**src/rtl/lfsr_stream_encryptor.sv**
```systemverilog
// Frame-based stream encryptor: bias-subtracted characters XORed with a Fibonacci
// LFSR keystream, framed as preamble + message + pad to a fixed length.
module lfsr_stream_encryptor #(
   parameter int                LFSR_W    = 7,
   parameter int                DATA_W    = 8,
   parameter int                MSG_LEN   = 64,
   parameter int                PRE_MIN   = 10,
   parameter int                PRE_MAX   = 26,
   parameter logic [DATA_W-1:0] BIAS      = 8'h20,
   parameter bit                PARITY_EN = 1'b0
) (
   input  logic              clk,
   input  logic              reset,
   input  logic              start,
   input  logic [7:0]        pre_length,
   input  logic [LFSR_W-1:0] taps,
   input  logic [LFSR_W-1:0] seed,
   input  logic              in_valid,
   output logic              in_ready,
   input  logic [DATA_W-1:0] in_data,
   input  logic              in_last,
   output logic              out_valid,
   input  logic              out_ready,
   output logic [DATA_W-1:0] out_data,
   output logic              out_last,
   output logic              busy,
   output logic              done,
   output logic              overflow,
   output logic [2:0]        dbg_state
);

   // Handshakes: a transfer happens on a rising edge where valid and ready are both 1;
   // out_valid/out_data/out_last hold until that transfer, in_ready never depends on in_valid.
   typedef enum logic [2:0] {IDLE, PREAMBLE, MESSAGE, PAD, DONE} state_t;

   localparam int CNT_W = ($clog2(MSG_LEN + 1) > 8) ? $clog2(MSG_LEN + 1) : 8;

   state_t            state, state_nx;
   logic [LFSR_W-1:0] lfsr, lfsr_nx, taps_q;
   logic [CNT_W-1:0]  count, pre_len;
   logic [7:0]        pre_clamped;
   logic [DATA_W-1:0] char_in, diff, enc;
   logic              free, load, last_char, set_ovf, start_acc;

   assign free      = !out_valid || out_ready;
   assign last_char = (count == CNT_W'(MSG_LEN - 1));
   assign in_ready  = (state == MESSAGE) && free;
   assign busy      = (state == PREAMBLE) || (state == MESSAGE) || (state == PAD);
   assign dbg_state = state;
   assign lfsr_nx   = {lfsr[LFSR_W-2:0], ^(lfsr & taps_q)};
   assign diff      = char_in - BIAS;

   always_comb begin
      pre_clamped = pre_length;
      if (pre_length < 8'(PRE_MIN))
         pre_clamped = 8'(PRE_MIN);
      else if (pre_length > 8'(PRE_MAX))
         pre_clamped = 8'(PRE_MAX);
   end

   // Keystream is the current LFSR state; the MSB is then replaced by parity or 0.
   always_comb begin
      enc = diff ^ DATA_W'(lfsr);
      enc[DATA_W-1] = PARITY_EN ? ^enc[DATA_W-2:0] : 1'b0;
   end

   always_ff @(posedge clk or negedge reset) begin
      if (!reset)
         state <= IDLE;
      else
         state <= state_nx;
   end

   always_comb begin
      state_nx  = state;
      load      = 1'b0;
      char_in   = BIAS;
      set_ovf   = 1'b0;
      start_acc = 1'b0;
      case (state)
         IDLE, DONE: begin
            if (start) begin
               start_acc = 1'b1;
               state_nx  = PREAMBLE;
            end
         end
         PREAMBLE: begin
            if (free) begin
               load = 1'b1;
               if (count == pre_len - 1'b1)
                  state_nx = MESSAGE;
            end
         end
         MESSAGE: begin
            if (free && in_valid) begin
               load    = 1'b1;
               char_in = in_data;
               if (last_char) begin
                  state_nx = DONE;
                  set_ovf  = !in_last;
               end else if (in_last) begin
                  state_nx = PAD;
               end
            end
         end
         PAD: begin
            if (free) begin
               load = 1'b1;
               if (last_char)
                  state_nx = DONE;
            end
         end
         default: state_nx = IDLE;
      endcase
   end

   always_ff @(posedge clk or negedge reset) begin
      if (!reset) begin
         lfsr      <= '0;
         taps_q    <= '0;
         count     <= '0;
         pre_len   <= '0;
         out_valid <= 1'b0;
         out_data  <= '0;
         out_last  <= 1'b0;
         done      <= 1'b0;
         overflow  <= 1'b0;
      end else begin
         if (start_acc) begin
            taps_q   <= taps;
            lfsr     <= (seed == '0) ? LFSR_W'(1) : seed;
            pre_len  <= CNT_W'(pre_clamped);
            count    <= '0;
            done     <= 1'b0;
            overflow <= 1'b0;
         end
         if (load) begin
            out_data  <= enc;
            out_last  <= last_char;
            out_valid <= 1'b1;
            lfsr      <= lfsr_nx;
            count     <= count + 1'b1;
         end else if (out_ready) begin
            out_valid <= 1'b0;
            out_last  <= 1'b0;
         end
         if (set_ovf)
            overflow <= 1'b1;
         // done waits until the last loaded character has left the output register.
         if (state == DONE && !start && free)
            done <= 1'b1;
      end
   end

endmodule

```
**config.mk**
```make
export PLATFORM = sky130hd
export DESIGN_NAME = lfsr_stream_encryptor
export DESIGN_NICKNAME = d
export VERILOG_FILES = /design/src/rtl/lfsr_stream_encryptor.sv
export SDC_FILE = /design/constraint.sdc
export NUM_CORES = 1
export LEC_CHECK = 0
export CORE_MARGIN = 2
export CORE_UTILIZATION = 40
export DETAILED_ROUTE_END_ITERATION = 10
export PLACE_DENSITY_LB_ADDON = 0.25
export SYNTH_ARGS = -nofsm -noshare
export SYNTH_HDL_FRONTEND = slang
export SYNTH_SLANG_ARGS = --single-unit
export TNS_END_PERCENT = 1
```
**constraint.sdc**
```tcl
create_clock -name clk -period 2.3 [get_ports clk]
set_input_delay 0.46 -clock clk [delete_from_list [all_inputs] [get_ports clk]]
set_output_delay 0.46 -clock clk [all_outputs]
set_load 0.05 [all_outputs]
```
==> metrics.txt <==
run status completed; synthesized area 2330 µm²; critical-path cell list clkdlybuf4s50_1; CP Depth 1; Buf+Inv Stages, Crit Path 1; GP Congestion 0.822; GRT Total Usage 17.9%; Die Area 6460 µm²; PostCTS Resize Cnt 0; flops & latches, synth 44; unrepaired setup endpoints after global routing no; Setup Buffers After CTS 0; Initial DRC Count 88; Post-Synthesis Cells 264; number of port buffers 50; setup TNS 0 ns; setup violators final 0; Post-Route WL 5430 µm; antenna viol nets, final 0; cell family with most CP delay buffers and inverters; Critical Path Slowest Stage Cell clkdlybuf4s50_1; Worst setup SP type flop; # diodes 0; f_max about 480 MHz; core area 5570 µm²; CP Capture Type output port; HPWL Detailed about 4000 µm; initial core utilization between 40% and 50%; commonest non-fill, non-tap cells in the layout nand2_1 (66), clkdlybuf4s50_1 (47), dfrtp_1 (41); Root Driver clkbuf_8; crit path kind flop to output port; Post-layout nets 359; Mapped Nets ~300; Rows 27; clock period minus worst slack 2.10 ns; vias in the first global route 1942; Hold Worst Slack roughly 0.14 ns; drt first pass iters 4; PD cells 1190 nW/µm²; worst-margin pin slew 0.574 ns; WL met3 304 µm; MaxCap Viol Count 0; CP max stage delay 0.84 ns; synth-to-layout area growth 31.8%; Critical Path AT ~1.6 ns; hold buffers post-CTS 0; global-route wire length before repair 8840 µm; met1 WL 2450 µm; YS warnings 0; pre-CTS WS approximately 0.048 ns; die width approximately 80 µm; Hold Path Class input port to asynchronous set/reset pin; clock slew at reported path FFs 0.08 ns; worst skew pair latency 0.30 ns; number of synthesized flops with an enable pin 0; routed vias between 2000 and 2500; Syn Area/Cell 8.84 µm²; Clock Sinks 44; crit path launch dbg_state[0]; DRC 0; Critical Path Fanout Max 10; design area 3080 µm²; Ports 53; H-tree depth 2; vias per cell 5.20; Highest Signal Layer met4; Synth cell types 44; Async S/R FF share, synth 100%; ys flop type dfrtp_1; register area share after synthesis 47.2%; max-slew violation count 0; post-detailed-placement cell area 2980 µm²; Die Ht between 80 and 90 µm; total grt overflow 0; CTS tree yes; drt wl/cell between 10 and 15 µm; Fin Clk Skew 0.00350 ns; layout cells sized above 1 10.2%; Fin. Hold Viols 0; leading cell type in the layout, fill and taps excluded nand2_1; Num CTS Buffers 5; Data required, critical path 1.84 ns; Worst R2R Path Depth 7; CTS Buffer Depth 2; antenna violations before repair 0; Tcrit/Tclk final approximately nine tenths; largest net degree at the start of global routing 25; Leak Pwr between 1 and 1.5 nW; Final WS setup 0.201 ns; worst vdd ir 645 µV; routed length on met2 2580 µm; RR Startpoint count[0]; relative slew slack 61.8%
[logic make-up (layout without fill, tap and decap cells)]
group,count (synthesis),in the layout,synth area share [%]
and+or+nand+nor,120,120,23.2
AOI/OAI and AO/OA,54,54,15.3
DFF,44,44,47.2
xor gates and xnor gates,25,25,9.70
buffers and inverters,17,75,3.00
adders and majority gates,2,2,1.07
other,1,1,0.161
muxes,1,1,0.429
[synthesized netlist by cell type (2+ instances only)]
cell type / n / area share [%]
a21oi_1: 5 / 1.1
dfrtp_1: 44 / 47
clkbuf_1: 10 / 1.6
a22o_1: 2 / 0.75
nor4_2: 2 / 1.1
a31oi_1: 4 / 1.1
nor2_1: 18 / 2.9
o21a_1: 3 / 0.96
o31ai_1: 3 / 0.96
nand2_1: 66 / 11
and2_1: 6 / 1.6
o211ai_1: 2 / 0.64
nor4_1: 3 / 0.80
or4_1: 2 / 0.64
a22oi_1: 4 / 1.3
buf_2: 2 / 0.43
inv_1: 3 / 0.48
nand3b_1: 2 / 0.64
nor2_2: 2 / 0.54
ha_1: 2 / 1.1
nor2b_1: 2 / 0.54
o21ai_0: 21 / 4.5
nor3_1: 7 / 1.5
xor2_1: 9 / 3.4
nand3_1: 6 / 1.3
xnor2_1: 15 / 5.6
o32a_1: 2 / 0.86
[cell type report]
type                            instances  area, µm²
Sequential cell                        44       1100
Clock inverter                          1       7.51
Clock buffer                            7       86.3
Inverter                                4       15.0
Multi-Input combinational cell        203       1170
Fill cell                             521       2500
Tap cell                               72       90.1
Timing Repair Buffer                   63        601
[registers in the layout (all words and copies together), names as in the netlist]
register	cells
out_valid	1
done	1
out_last	1
count	8
overflow	1
lfsr	7
out_data	7
pre_len	8
dbg_state	3
taps_q	7
[worst paths after layout]
| check | end | slack (ns) |
|---|---|---|
| setup reg to reg | dbg_state[0] | 0.21 |
| setup / recovery | dbg_state[0] | 0.20 |
| hold / removal | pre_len[6] | 0.14 |
| max in group asynchronous | taps_q[2] | 1.58 |
| min in group clk | out_data[1] | 0.48 |
| hold reg to reg | out_data[1] | 0.48 |
[layer usage]
layer | global-route usage, % | vias to the layer above
met5 | 0 | -
met4 | 7.29 | 0
met3 | 3.82 | 8
met2 | 29.3 | 62
met1 | 23.1 | 960
li1 | - | 1018
[per-stage QoR]
| stage | std cells | power [mW] | util [%] |
|---|---|---|---|
| 6_report | 394 | 3.67 | 55.2 |
| 5_1_grt | 394 | 3.94 | 55.2 |
| 4_1_cts | 394 | 3.70 | 55.2 |
| 3_5_place_dp | 386 | 3.17 | 53.5 |
| 3_3_place_gp | 386 | 3.11 | 53.5 |
| 2_1_floorplan | 264 | 2.56 | - |
[report_power, final]
part	internal [mW]	switching, mW
sequential	1.06	0.279
clock	0.244	0.270
combinational	0.763	1.05
Power figures use the tool's default switching activity.
